**src/rtl/axi4_to_tlul.sv**
```systemverilog
// rtl/axi4_to_tlul.sv - AXI4 slave to TL-UL host bridge, one outstanding single-beat transaction.
// Define AXI4_TLUL_ALIGN_CHECK_EN to reject addresses not aligned to the transfer size.
module axi4_to_tlul #(
  parameter int DataWidth   = 64,
  parameter int AddrWidth   = 32,
  parameter int IdWidth     = 8,
  parameter int SourceWidth = 8
) (
  input  logic                     clk_i,
  input  logic                     rst_ni,
  input  logic [IdWidth-1:0]       axi_awid,
  input  logic [AddrWidth-1:0]     axi_awaddr,
  input  logic [7:0]               axi_awlen,
  input  logic [2:0]               axi_awsize,
  input  logic [1:0]               axi_awburst,
  input  logic                     axi_awvalid,
  output logic                     axi_awready,
  input  logic [DataWidth-1:0]     axi_wdata,
  input  logic [DataWidth/8-1:0]   axi_wstrb,
  input  logic                     axi_wlast,
  input  logic                     axi_wvalid,
  output logic                     axi_wready,
  output logic [IdWidth-1:0]       axi_bid,
  output logic [1:0]               axi_bresp,
  output logic                     axi_bvalid,
  input  logic                     axi_bready,
  input  logic [IdWidth-1:0]       axi_arid,
  input  logic [AddrWidth-1:0]     axi_araddr,
  input  logic [7:0]               axi_arlen,
  input  logic [2:0]               axi_arsize,
  input  logic [1:0]               axi_arburst,
  input  logic                     axi_arvalid,
  output logic                     axi_arready,
  output logic [IdWidth-1:0]       axi_rid,
  output logic [DataWidth-1:0]     axi_rdata,
  output logic [1:0]               axi_rresp,
  output logic                     axi_rlast,
  output logic                     axi_rvalid,
  input  logic                     axi_rready,
  output logic [2:0]               tl_a_opcode,
  output logic [2:0]               tl_a_param,
  output logic [2:0]               tl_a_size,
  output logic [SourceWidth-1:0]   tl_a_source,
  output logic [AddrWidth-1:0]     tl_a_address,
  output logic [DataWidth/8-1:0]   tl_a_mask,
  output logic [DataWidth-1:0]     tl_a_data,
  output logic                     tl_a_valid,
  input  logic                     tl_a_ready,
  input  logic [2:0]               tl_d_opcode,
  input  logic [2:0]               tl_d_size,
  input  logic [SourceWidth-1:0]   tl_d_source,
  input  logic [DataWidth-1:0]     tl_d_data,
  input  logic                     tl_d_error,
  input  logic                     tl_d_valid,
  output logic                     tl_d_ready
);
  localparam int MaskWidth = DataWidth / 8;
  localparam int OffWidth  = $clog2(MaskWidth);
  localparam logic [2:0] MaxSize = 3'(OffWidth);

  typedef enum logic [3:0] {
    IDLE, RD_A, RD_D, R_OUT, ERR_R, WR_W, WR_A, WR_D, B_OUT, ERR_W
  } state_e;

  state_e                 state_q, state_d;
  logic                   wr_first_q;
  logic [IdWidth-1:0]     id_q;
  logic [AddrWidth-1:0]   addr_q;
  logic [2:0]             size_q;
  logic [7:0]             cnt_q;
  logic                   err_q;
  logic [DataWidth-1:0]   data_q;
  logic [MaskWidth-1:0]   strb_q;

  function automatic logic [MaskWidth-1:0] size_mask(input logic [2:0] size);
    logic [MaskWidth-1:0] m;
    for (int i = 0; i < MaskWidth; i++) m[i] = (i < (1 << size));
    return m;
  endfunction

`ifdef AXI4_TLUL_ALIGN_CHECK_EN
  function automatic logic misaligned(input logic [AddrWidth-1:0] addr, input logic [2:0] size);
    logic [AddrWidth-1:0] low;
    low = (AddrWidth'(1) << size) - AddrWidth'(1);
    return |(addr & low);
  endfunction
`endif

  logic ar_err, aw_err;
  always_comb begin
    ar_err = (axi_arlen != 8'd0) || (axi_arsize > MaxSize);
    aw_err = (axi_awlen != 8'd0) || (axi_awsize > MaxSize);
`ifdef AXI4_TLUL_ALIGN_CHECK_EN
    ar_err = ar_err || misaligned(axi_araddr, axi_arsize);
    aw_err = aw_err || misaligned(axi_awaddr, axi_awsize);
`endif
  end

  // Only the granted channel sees ready; the priority bit breaks ties.
  logic idle, ar_grant, aw_grant;
  assign idle     = (state_q == IDLE);
  assign ar_grant = idle && axi_arvalid && (!axi_awvalid || !wr_first_q);
  assign aw_grant = idle && axi_awvalid && (!axi_arvalid || wr_first_q);

  logic [OffWidth-1:0]  offset, lane_offset;
  logic [MaskWidth-1:0] rd_mask, lane_mask;
  logic                 full_write;
  assign offset      = addr_q[OffWidth-1:0];
  assign lane_offset = (offset >> size_q) << size_q;
  assign rd_mask     = size_mask(size_q) << offset;
  assign lane_mask   = size_mask(size_q) << lane_offset;
  assign full_write  = (strb_q & lane_mask) == lane_mask;

  always_ff @(posedge clk_i or negedge rst_ni) begin
    if (!rst_ni) state_q <= IDLE;
    else         state_q <= state_d;
  end

  always_ff @(posedge clk_i or negedge rst_ni) begin
    if (!rst_ni) begin
      wr_first_q <= 1'b0;
      id_q       <= '0;
      addr_q     <= '0;
      size_q     <= '0;
      cnt_q      <= '0;
      err_q      <= 1'b0;
      data_q     <= '0;
      strb_q     <= '0;
    end else begin
      if (ar_grant || aw_grant) begin
        wr_first_q <= ~wr_first_q;
        id_q       <= ar_grant ? axi_arid   : axi_awid;
        addr_q     <= ar_grant ? axi_araddr : axi_awaddr;
        size_q     <= ar_grant ? axi_arsize : axi_awsize;
        cnt_q      <= ar_grant ? axi_arlen  : axi_awlen;
        err_q      <= ar_grant ? ar_err     : aw_err;
      end
      case (state_q)
        RD_D: if (tl_d_valid) begin
          data_q <= tl_d_data;
          err_q  <= tl_d_error;
        end
        WR_W: if (axi_wvalid) begin
          data_q <= axi_wdata;
          strb_q <= axi_wstrb;
        end
        WR_D:  if (tl_d_valid) err_q <= tl_d_error;
        ERR_R: if (axi_rready && cnt_q != 8'd0) cnt_q <= cnt_q - 8'd1;
        default: ;
      endcase
    end
  end

  always_comb begin
    state_d     = state_q;
    axi_arready = ar_grant;
    axi_awready = aw_grant;
    axi_wready  = 1'b0;
    axi_rvalid  = 1'b0;
    axi_rlast   = 1'b0;
    axi_bvalid  = 1'b0;
    tl_a_valid  = 1'b0;
    tl_d_ready  = 1'b0;
    case (state_q)
      IDLE: begin
        if (ar_grant)      state_d = ar_err ? ERR_R : RD_A;
        else if (aw_grant) state_d = aw_err ? ERR_W : WR_W;
      end
      RD_A: begin
        tl_a_valid = 1'b1;
        if (tl_a_ready) state_d = RD_D;
      end
      RD_D: begin
        tl_d_ready = 1'b1;
        if (tl_d_valid) state_d = R_OUT;
      end
      R_OUT: begin
        axi_rvalid = 1'b1;
        axi_rlast  = 1'b1;
        if (axi_rready) state_d = IDLE;
      end
      ERR_R: begin
        axi_rvalid = 1'b1;
        axi_rlast  = (cnt_q == 8'd0);
        if (axi_rready && cnt_q == 8'd0) state_d = IDLE;
      end
      WR_W: begin
        axi_wready = 1'b1;
        if (axi_wvalid) state_d = WR_A;
      end
      WR_A: begin
        tl_a_valid = 1'b1;
        if (tl_a_ready) state_d = WR_D;
      end
      WR_D: begin
        tl_d_ready = 1'b1;
        if (tl_d_valid) state_d = B_OUT;
      end
      B_OUT: begin
        axi_bvalid = 1'b1;
        if (axi_bready) state_d = IDLE;
      end
      ERR_W: begin
        axi_wready = 1'b1;
        if (axi_wvalid && axi_wlast) state_d = B_OUT;
      end
      default: state_d = IDLE;
    endcase
  end

  assign axi_rid   = id_q;
  assign axi_rdata = (state_q == R_OUT) ? data_q : '0;
  assign axi_rresp = err_q ? 2'b10 : 2'b00;
  assign axi_bid   = id_q;
  assign axi_bresp = err_q ? 2'b10 : 2'b00;

  // A-channel fields come only from registers so they stay put while stalled.
  assign tl_a_opcode  = (state_q == WR_A) ? (full_write ? 3'd0 : 3'd1) : 3'd4;
  assign tl_a_param   = 3'd0;
  assign tl_a_size    = size_q;
  assign tl_a_source  = SourceWidth'(id_q);
  assign tl_a_address = addr_q;
  assign tl_a_mask    = (state_q == WR_A) ? strb_q : rd_mask;
  assign tl_a_data    = (state_q == WR_A) ? data_q : '0;

  logic unused_inputs;
  assign unused_inputs = ^{axi_awburst, axi_arburst, tl_d_opcode, tl_d_size, tl_d_source};
endmodule

```
**config.mk**
```make
export PLATFORM = sky130hd
export DESIGN_NAME = axi4_to_tlul
export DESIGN_NICKNAME = d
export VERILOG_FILES = /design/src/rtl/axi4_to_tlul.sv
export SDC_FILE = /design/constraint.sdc
export NUM_CORES = 1
export LEC_CHECK = 0
export BUFFER_PORTS_ARGS = -buffer_cell sky130_fd_sc_hd__buf_2
export CAP_MARGIN = 30
export CORE_AREA = 2 2 188 190
export DETAILED_ROUTE_END_ITERATION = 6
export DIE_AREA = 0 0 190 192
export HOLD_SLACK_MARGIN = 0.1
export PLACE_DENSITY = 0.45
export SETUP_SLACK_MARGIN = 0.15
export SLEW_MARGIN = 20
export SYNTH_ARGS = -nofsm -noshare
export SYNTH_HDL_FRONTEND = slang
export SYNTH_SLANG_ARGS = --single-unit
```
**constraint.sdc**
```tcl
create_clock -name clk_i -period 3 [get_ports clk_i]
set_input_delay 0.6 -clock clk_i [delete_from_list [all_inputs] [get_ports clk_i]]
set_output_delay 0.6 -clock clk_i [all_outputs]
set_load 0.01 [all_outputs]
```
==> results of run 1 <==
area by class of cell:
class                      instances  area (sq um)
sequential                       129          3230
timing repair buffer             476          2550
antenna                            1          2.50
multi-input combinational        644          4170
clock buffer                      20           467
inverter                           8          31.3
fill                            3694         23100
tap                              455           569
clock inverter                    12           133
worst paths after layout:
path                                  startpoint          endpoint  slack, ps
worst max-delay path             tl_a_address[1]    tl_a_opcode[0]        240
worst min-delay path                      rst_ni  tl_a_address[22]        130
worst max register to register        state_q[3]   tl_a_address[0]        790
worst min register to register  tl_a_address[27]  tl_a_address[27]        480
max in group asynchronous                 rst_ni        data_q[46]       2240
min in group clk_i                  axi_wstrb[0]         strb_q[0]        400
state kept, by name, indices dropped and copies added (netlist names):
signal and count:
err_q 1, tl_a_address 32, tl_a_size 3, wr_first_q 1, cnt_q 8, strb_q 8, axi_bid 8, data_q 64
state_q 4
cell usage after synthesis, types with 6 or more instances:
cell type | number | area share
dfrtp_1 | 129 | 0.41
o21ai_0 | 48 | 0.031
clkbuf_1 | 37 | 0.018
inv_1 | 7 | 0.0033
mux2i_1 | 111 | 0.14
nand2_1 | 61 | 0.029
and3_1 | 67 | 0.053
nor2b_1 | 6 | 0.0048
buf_2 | 25 | 0.016
nor2_1 | 90 | 0.043
a21oi_1 | 90 | 0.057
nand2b_1 | 6 | 0.0048
buf_4 | 26 | 0.025
and2_1 | 64 | 0.051
nor3_1 | 7 | 0.0045
mux2_2 | 9 | 0.013
cells in the final DEF (no fill, tap or decap), drive strengths merged, types with 4 or more instances in the layout:
cell type / count
a211oi: 5
a21o: 5
a21oi: 90
a221oi: 5
and2: 64
and3: 68
buf: 476
clkbuf: 20
clkinv: 4
clkinvlp: 6
conb: 6
dfrtp: 129
inv: 8
mux2: 9
mux2i: 111
nand2: 61
nand2b: 7
nand3: 4
nor2: 91
nor2b: 6
nor3: 7
o21ai: 53
through the flow:
step	util	instance area (sq um)	power, mW	setup slack (ps)
after floorplan	-	7880	6.65	792
after global placement	0.306	10500	8.64	467
after detailed placement	0.306	10500	8.68	444
after CTS	0.324	11100	10.9	109
after global routing	0.326	11200	11.7	103
final	0.326	11200	10.8	235
routing by layer:
metal	share of wire	vias to the layer above
met5	0.00095	-
met4	0.021	4
met3	0.066	29
met2	0.49	319
met1	0.42	3658
li1	-	3839
worst reg2reg max path, stage by stage (launching register included):
cell     delay (ps)
dfrtp_2         490
or4_4           580
nor2_8          300
buf_12          270
mux2i_1         310
o21ai_0         130
cells by family after synthesis:
family / after synthesis
XOR/XNOR: 3
multiplexers: 120
buffers and inverters: 103
adder cells (fa/ha/maj): 1
other: 1
AO/OA/AOI/OAI: 193
AND/OR/NAND/NOR: 321
flip-flops: 129
what timing repair did:
action,in CTS,in global routing
setup endpoints to repair,7,3
resized for setup,5,8
setup buffers,0,2
power groups by stage:
stage	clock network, mW	registers (mW)	logic (mW)
floorplan	0	3.23	3.43
finish	2.15	3.39	5.25
detailed placement	0	3.40	5.29
global placement	0	3.39	5.25
global route	2.30	3.53	5.85
CTS	2.22	3.40	5.31
==> flow_metrics.py, run 1 <==
metrics = {
    "run_status": {
        "outcome": "complete, no violations",
    },
    "floorplanning": {
        "initial_core_util": 0.229,
        "die_h_um": 192,
        "num_rows": 68,
        "die_x_um": 190,
        "die-area_sq_um": 36500,
        "core_region_area_sq_um": 34300,
        "ios": 480,
    },
    "pwr": {
        "comb_power_share": 0.487,
        "pwr-share-seq": 0.314,
        "p_int_mw": 6.14,
        "netSwitchingFraction": 0.430,
        "p_leak_nw": 5.64,
        "pwr-share-clk": 0.199,
        "switchingPower_mw": 4.64,
        "ir_worst_vdd_mv": 0.411,
        "pwr_density_cell_nw_per_um2": 966,
    },
    "synth": {
        "synthXorXnorAreaFrac": 0.00334,
        "ys_ff_latch": 129,
        "yosys_warnings": 0,
        "synthMuxAreaShare": 0.154,
        "postSynthCellCount": 871,
        "ys.flop_type": "dfrtp_1",
        "avgSynthCellArea_sq_um": 9.02,
        "syn_area_sq_um": 7860,
        "synthArstFlopShare": 1.00,
        "synthAdderAreaFrac": 0.00159,
        "synth_top_family_by_area": "simple AND/OR/NAND/NOR gates",
        "synth_compound_area_frac": 0.146,
        "synth_simple_gate_area_frac": 0.213,
        "synth_edf_count": 0,
        "yosysUniqueCellTypes": 64,
        "ys_seq_area_frac": 0.411,
    },
    "clock_network": {
        "cts-root-buf": "clkbuf_16",
        "cts_tree": "built",
        "cts_buffer_depth": 2,
        "numCtsBuffers": 17,
        "clkLatencyLatePin_ps": 420,
        "htreeDepth": 4,
        "ctsHoldBuffers": 0,
        "clkSlewWorstSetupHoldPaths_ps": 60,
        "clock_sinks": 129,
    },
    "timing": {
        "slew_headroom": 0.586,
        "tightest_slew_ps": 621,
        "rsz0062_at_grt": "yes",
        "holdWs_ps": 131,
        "hold_violations": 0,
        "period_minus_slack_ps": 2760,
        "max_freq_ghz": 0.362,
        "setup_viol": 0,
        "skew_ps": 5.75,
        "setup_tns_ps": 0,
        "min_period_over_period": 0.922,
        "final_max_slew_viol_count": 0,
    },
    "route": {
        "drt_iter0_drc": 296,
        "final_antenna_net_count": 0,
        "drt_pass1_iterations": 5,
        "drcViolationCount": 0,
        "routed_via_density": 4.50,
        "post_drt_wl_per_cell_um": 16.8,
        "vias": 7849,
        "drt_wl_total_um": 29400,
    },
    "worst_setup_path": {
        "criticalPathCategory": "flop to output port",
        "cpLargestDelayFamily": "compound AO/OA/AOI/OAI gates",
        "worst-path-buf-inv": 2,
        "slowest_stage": "dfrtp_1",
        "worstPathRequired_ps": 2400,
        "cp_num_cells": 6,
        "cp_cell_sequence": "inv_1 > and3_1 > o21a_1 > a32oi_1 > o41a_1 > buf_2",
        "r2r_cells": 5,
        "worstPathArrival_ps": 2160,
        "start_kind": "flop",
        "cp_max_fo": 16,
        "end_kind": "output port",
        "critPathMaxStageDelay_ps": 550,
    },
    "flow_run": {
        "cap_violations": 0,
    },
    "finish": {
        "area_growth_pct": 42.1,
        "drive_gt1_frac": 0.425,
        "fin_nets": 1544,
        "fin_cells": 1745,
    },
    "grt": {
        "grt.overflow.total": 0,
        "grt_use_total": 0.156,
        "grtUsageMet2": 0.272,
        "grt_pass1_wl_um": 43600,
        "met1_usage": 0.190,
        "grt_pass1_vias": 7600,
        "grt_max_degree": 129,
        "use_met3": 0.0334,
        "antenna_found_initial": 4,
        "busiest_layer": "met2",
    },
    "hold_path": {
        "min_path_type": "input port to asynchronous set/reset pin",
    },
    "place": {
        "placed_cells": 1710,
        "place.gp.congestion": 0.766,
        "hpwl_um": 22100,
        "io_buffers": 455,
    },
}
Note: power is estimated with default switching activity, not from simulation.
==> run 2, diff against run 1 <==
- MAX_ROUTING_LAYER: default -> met4
- clock period: 3 -> 2.72 ns (I/O delays scaled with it)
==> flow_metrics.py, run 2 (same netlist as run 1, synthesis figures left out) <==
metrics = {
    "finish": {
        "regMostFlops": "data_q",
        "fillCellCount": 3651,
        "fin_nets": 1569,
        "final_cell_mix": "454 x buf_2, 123 x dfrtp_1, 111 x mux2i_1",
        "layout_commonest_cell": "buf_2",
        "largest_reg_flops": 64,
        "area_growth_pct": 45.8,
        "regArea_sq_um": 3240,
        "drive_gt1_frac": 0.438,
        "multi_input_area_sq_um": 4220,
    },
    "worst_setup_path": {
        "critPathMaxStageDelay_ps": 450,
        "worst-path-buf-inv": 1,
        "cpLargestDelayFamily": "compound AO/OA/AOI/OAI gates",
        "slowest_stage": "o41a_1",
        "end_kind": "output port",
        "reg2reg_setup_slack_ps": 450,
        "criticalPathCategory": "flop to output port",
        "worstPathArrival_ps": 2010,
        "cp_max_fo": 5,
        "worstPathRequired_ps": 2180,
        "start_kind": "flop",
        "cp_cell_sequence": "nor2_4 > and3_1 > o21a_1 > a32oi_1 > o41a_1 > buf_2",
    },
    "grt": {
        "grt_max_degree": 77,
        "met1_usage": 0.205,
        "grt.overflow.total": 0,
        "busiest_layer": "met2",
        "grt_pass1_vias": 8114,
        "grtUsageMet2": 0.293,
        "use_met3": 0.0431,
        "grt_use_total": 0.172,
        "grt_pass1_wl_um": 46500,
        "antenna_found_initial": 5,
    },
    "timing": {
        "min_period_over_period": 0.939,
        "tightest_slew_ps": 630,
        "rsz0062_at_grt": "yes",
        "setup_tns_ps": 0,
        "skew_ps": 7.36,
        "hold_violations": 0,
        "setup_viol": 0,
        "max_freq_ghz": 0.392,
        "slew_headroom": 0.580,
        "setup_ws_ps": 167,
        "final_max_slew_viol_count": 0,
        "period_minus_slack_ps": 2550,
    },
    "route": {
        "drt_pass1_iterations": 5,
        "final_antenna_net_count": 0,
        "routed_via_density": 4.49,
        "post_drt_wl_per_cell_um": 17.4,
        "drcViolationCount": 0,
        "drt_iter0_drc": 239,
        "drt_wl_total_um": 30700,
        "vias": 7958,
    },
    "pwr": {
        "comb_power_share": 0.514,
        "pwr-share-seq": 0.301,
        "switchingPower_mw": 5.17,
        "netSwitchingFraction": 0.423,
        "ir_worst_vdd_mv": 0.514,
        "p_leak_nw": 5.80,
        "pwr-share-clk": 0.185,
        "pwr_density_cell_nw_per_um2": 1070,
        "p_int_mw": 7.05,
    },
    "clock_network": {
        "clkLatencyLatePin_ps": 420,
        "clock_sinks": 129,
        "cts-root-buf": "clkbuf_16",
        "htreeDepth": 4,
        "clkSlewWorstSetupHoldPaths_ps": 60,
        "numCtsBuffers": 17,
        "cts_tree": "built",
        "cts_buffer_depth": 2,
    },
    "place": {
        "hpwl_um": 22600,
        "io_buffers": 455,
        "post-place-ws_ps": 270,
        "place.gp.congestion": 0.774,
    },
    "floorplanning": {
        "die_x_um": 190,
        "core_region_area_sq_um": 34300,
        "num_rows": 68,
        "die-area_sq_um": 36500,
        "initial_core_util": 0.229,
        "die_h_um": 192,
        "ios": 480,
    },
    "flow_run": {
        "cap_violations": 0,
    },
    "hold_path": {
        "min_path_type": "input port to flop",
    },
    "run_status": {
        "outcome": "complete, no violations",
    },
}
==> run 2: metrics by stage <==
step                hold WS (ps)  utilization  total power, mW  cells  cell area (sq um)
detailed placement           468        0.309             9.67   1723              10600
global placement             463        0.309             9.64   1723              10600
floorplan                    248            -             7.34    876               7880
finish                       355        0.334             12.2   1771              11500
CTS                          322        0.331             12.3   1760              11300
global route                 334        0.334             13.3   1771              11500
==> run 2: routing by layer <==
layer / vias to the layer above / wire length, um / share of wire
li1: 3895 / - / -
met1: 3721 / 12900 / 0.42
met2: 329 / 15400 / 0.50
met3: 13 / 2170 / 0.071
met4: 0 / 248 / 0.0081
met5: - / 0 / 0
==> run 2: path summary, 6_finish.rpt <==
| check | end | cells after the start | startpoint |
|---|---|---|---|
| worst min register to register | tl_a_address[25] | 2 | tl_a_address[25] |
| worst min-delay path | strb_q[1] | 2 | axi_wstrb[1] |
| worst max register to register | cnt_q[2] | 8 | cnt_q[0] |
| min in group asynchronous | tl_a_address[19] | 2 | rst_ni |
| worst max-delay path | tl_a_opcode[0] | 6 | tl_a_size[2] |
| max in group asynchronous | data_q[1] | 3 | rst_ni |
==> run 2: final cells by class <==
type / instances / area share
sequential: 129 / 0.282
inverter: 8 / 0.00273
tap: 455 / 0.0497
clock buffer: 23 / 0.0417
antenna: 5 / 0.00109
clock inverter: 6 / 0.00721
multi-input combinational: 644 / 0.368
timing repair buffer: 501 / 0.247
==> run 2: power by group through the flow <==
| stage | Combinational [mW] | Clock [mW] | Sequential, mW |
|---|---|---|---|
| detailed placement | 6.00 | 0 | 3.67 |
| global placement | 5.98 | 0 | 3.66 |
| floorplan | 3.78 | 0 | 3.56 |
| finish | 6.28 | 2.26 | 3.68 |
| global route | 6.99 | 2.44 | 3.84 |
| CTS | 6.24 | 2.36 | 3.68 |
==> run 2: timing repair <==
item | in CTS | in global routing
pin swaps | 4 | 5
hold endpoints to repair | 42 | 0
setup endpoints to repair | 119 | 80
resized for setup | 21 | 18
cloned | 2 | 0
hold buffers | 1 | 0
buffers inserted | 5 | 6
==> run 3, diff against run 2 <==
- CORE_AREA: 2 2 188 190 -> 2 2 186 188
- DIE_AREA: 0 0 190 192 -> 0 0 188 190
- PLACE_DENSITY: 0.45 -> 0.46
- SKIP_CTS_REPAIR_TIMING: default -> 1
- clock period: 2.72 -> 3.3 ns (I/O delays scaled with it)
==> flow_metrics.py, run 3 (same netlist as run 1, synthesis figures left out) <==
metrics = {
    "finish": {
        "largest_reg_flops": 64,
        "area_growth_pct": 41.0,
        "regMostFlops": "data_q",
        "regArea_sq_um": 3230,
        "fin_nets": 1539,
        "final_area_sq_um": 11100,
        "fin_cells": 1741,
        "fillCellCount": 3569,
        "multi_input_area_sq_um": 4140,
        "final_cell_mix": "454 x buf_2, 128 x dfrtp_1, 111 x mux2i_1",
        "layout_commonest_cell": "buf_2",
        "drive_gt1_frac": 0.414,
    },
    "timing": {
        "min_period_over_period": 0.894,
        "skew_ps": 6.15,
        "tightest_slew_ps": 791,
        "holdWs_ps": 209,
        "final_max_slew_viol_count": 0,
        "rsz0062_at_grt": "no",
        "period_minus_slack_ps": 2950,
        "setup_tns_ps": 0,
        "setup_viol": 0,
        "hold_violations": 0,
        "slew_headroom": 0.471,
        "setup_ws_ps": 350,
        "max_freq_ghz": 0.339,
    },
    "pwr": {
        "switchingPower_mw": 4.20,
        "p_leak_nw": 5.61,
        "netSwitchingFraction": 0.430,
        "pwr-share-seq": 0.318,
        "comb_power_share": 0.476,
        "pwr_density_cell_nw_per_um2": 883,
        "p_int_mw": 5.58,
        "pwr-share-clk": 0.206,
        "ir_worst_vdd_mv": 0.353,
    },
    "place": {
        "placed_cells": 1707,
        "post-place-ws_ps": 748,
        "io_buffers": 455,
        "place.gp.congestion": 0.775,
        "hpwl_um": 21900,
        "dpl_cell_area_sq_um": 10500,
    },
    "route": {
        "vias": 7806,
        "drt_iter0_drc": 361,
        "routed_via_density": 4.48,
        "drcViolationCount": 0,
        "final_antenna_net_count": 0,
        "drt_wl_total_um": 29800,
        "drt_pass1_iterations": 4,
        "post_drt_wl_per_cell_um": 17.1,
    },
    "worst_setup_path": {
        "worst-path-buf-inv": 1,
        "cp_max_fo": 12,
        "cpLargestDelayFamily": "compound AO/OA/AOI/OAI gates",
        "slowest_stage": "dfrtp_1",
        "start_kind": "flop",
        "critPathMaxStageDelay_ps": 500,
        "cp_cell_sequence": "nor2_1 > and3_1 > o21a_1 > a32oi_1 > o41a_1 > buf_2",
        "worstPathRequired_ps": 2640,
        "worstPathArrival_ps": 2290,
        "criticalPathCategory": "flop to output port",
        "end_kind": "output port",
    },
    "floorplanning": {
        "die_h_um": 190,
        "initial_core_util": 0.231,
        "num_rows": 68,
        "ios": 480,
        "core_region_area_sq_um": 33900,
        "die_x_um": 188,
        "die-area_sq_um": 35700,
    },
    "clock_network": {
        "htreeDepth": 4,
        "numCtsBuffers": 17,
        "clkLatencyLatePin_ps": 430,
        "clock_sinks": 129,
        "clkSlewWorstSetupHoldPaths_ps": 60,
        "cts_tree": "built",
        "cts-root-buf": "clkbuf_16",
        "cts_buffer_depth": 2,
    },
    "grt": {
        "grt.overflow.total": 0,
        "grt_pass1_vias": 7617,
        "grt_pass1_wl_um": 44600,
        "grt_use_total": 0.167,
        "grt_max_degree": 129,
        "antenna_found_initial": 3,
    },
    "run_status": {
        "outcome": "complete, no violations",
    },
    "hold_path": {
        "min_path_type": "input port to asynchronous set/reset pin",
    },
    "flow_run": {
        "cap_violations": 0,
    },
}
-- run 3: cell count changes in the layout (fill, tap and decap cells not counted), moves of 3 or more --
cell	delta
buf_12	-3
buf_4	-17
buf_6	-6
clkinvlp_4	+4
dfrtp_2	-5
dfrtp_1	+5
diode_2	-3
nor2_1	+3
-- run 3: final timing paths --
check | endpoint | from | slack (ps) | depth (start not counted)
max | tl_a_opcode[0] | tl_a_size[1] | 350 | 6
min | tl_a_address[14] | rst_ni | 210 | 1
max reg2reg | axi_bid[5] | state_q[0] | 790 | 5
min reg2reg | tl_a_address[11] | tl_a_address[11] | 470 | 2
max in group asynchronous | wr_first_q | rst_ni | 2340 | 2
min in group clk_i | strb_q[4] | axi_wstrb[4] | 470 | 2
-- run 3: layout make-up --
type	count	area share
tap	455	0.0514
inverter	8	0.00271
clock buffer	20	0.0412
clock inverter	12	0.0140
timing repair buffer	471	0.225
sequential	129	0.291
antenna	2	0.000452
multi-input combinational	644	0.374
-- run 3: metrics by stage --
step            util  power (mW)
3_3_place_gp   0.308        7.83
6_report       0.326        9.78
3_5_place_dp   0.308        7.87
5_1_grt        0.326        10.6
4_1_cts        0.326        9.97
2_1_floorplan      -        6.05
-- run 3: metal layers --
layer | global-route usage | share of wire | up-vias
li1 | - | - | 3834
met1 | 0.198 | 0.42 | 3619
met2 | 0.288 | 0.50 | 332
met3 | 0.0365 | 0.061 | 21
met4 | 0.0424 | 0.014 | 0
met5 | - | 0 | -
-- run 3: power by group through the flow --
stage	logic [mW]	registers, mW	clock network [mW]
4_1_cts	4.75	3.13	2.09
2_1_floorplan	3.12	2.93	0
6_report	4.66	3.11	2.02
3_3_place_gp	4.72	3.11	0
5_1_grt	5.19	3.24	2.16
3_5_place_dp	4.74	3.12	0
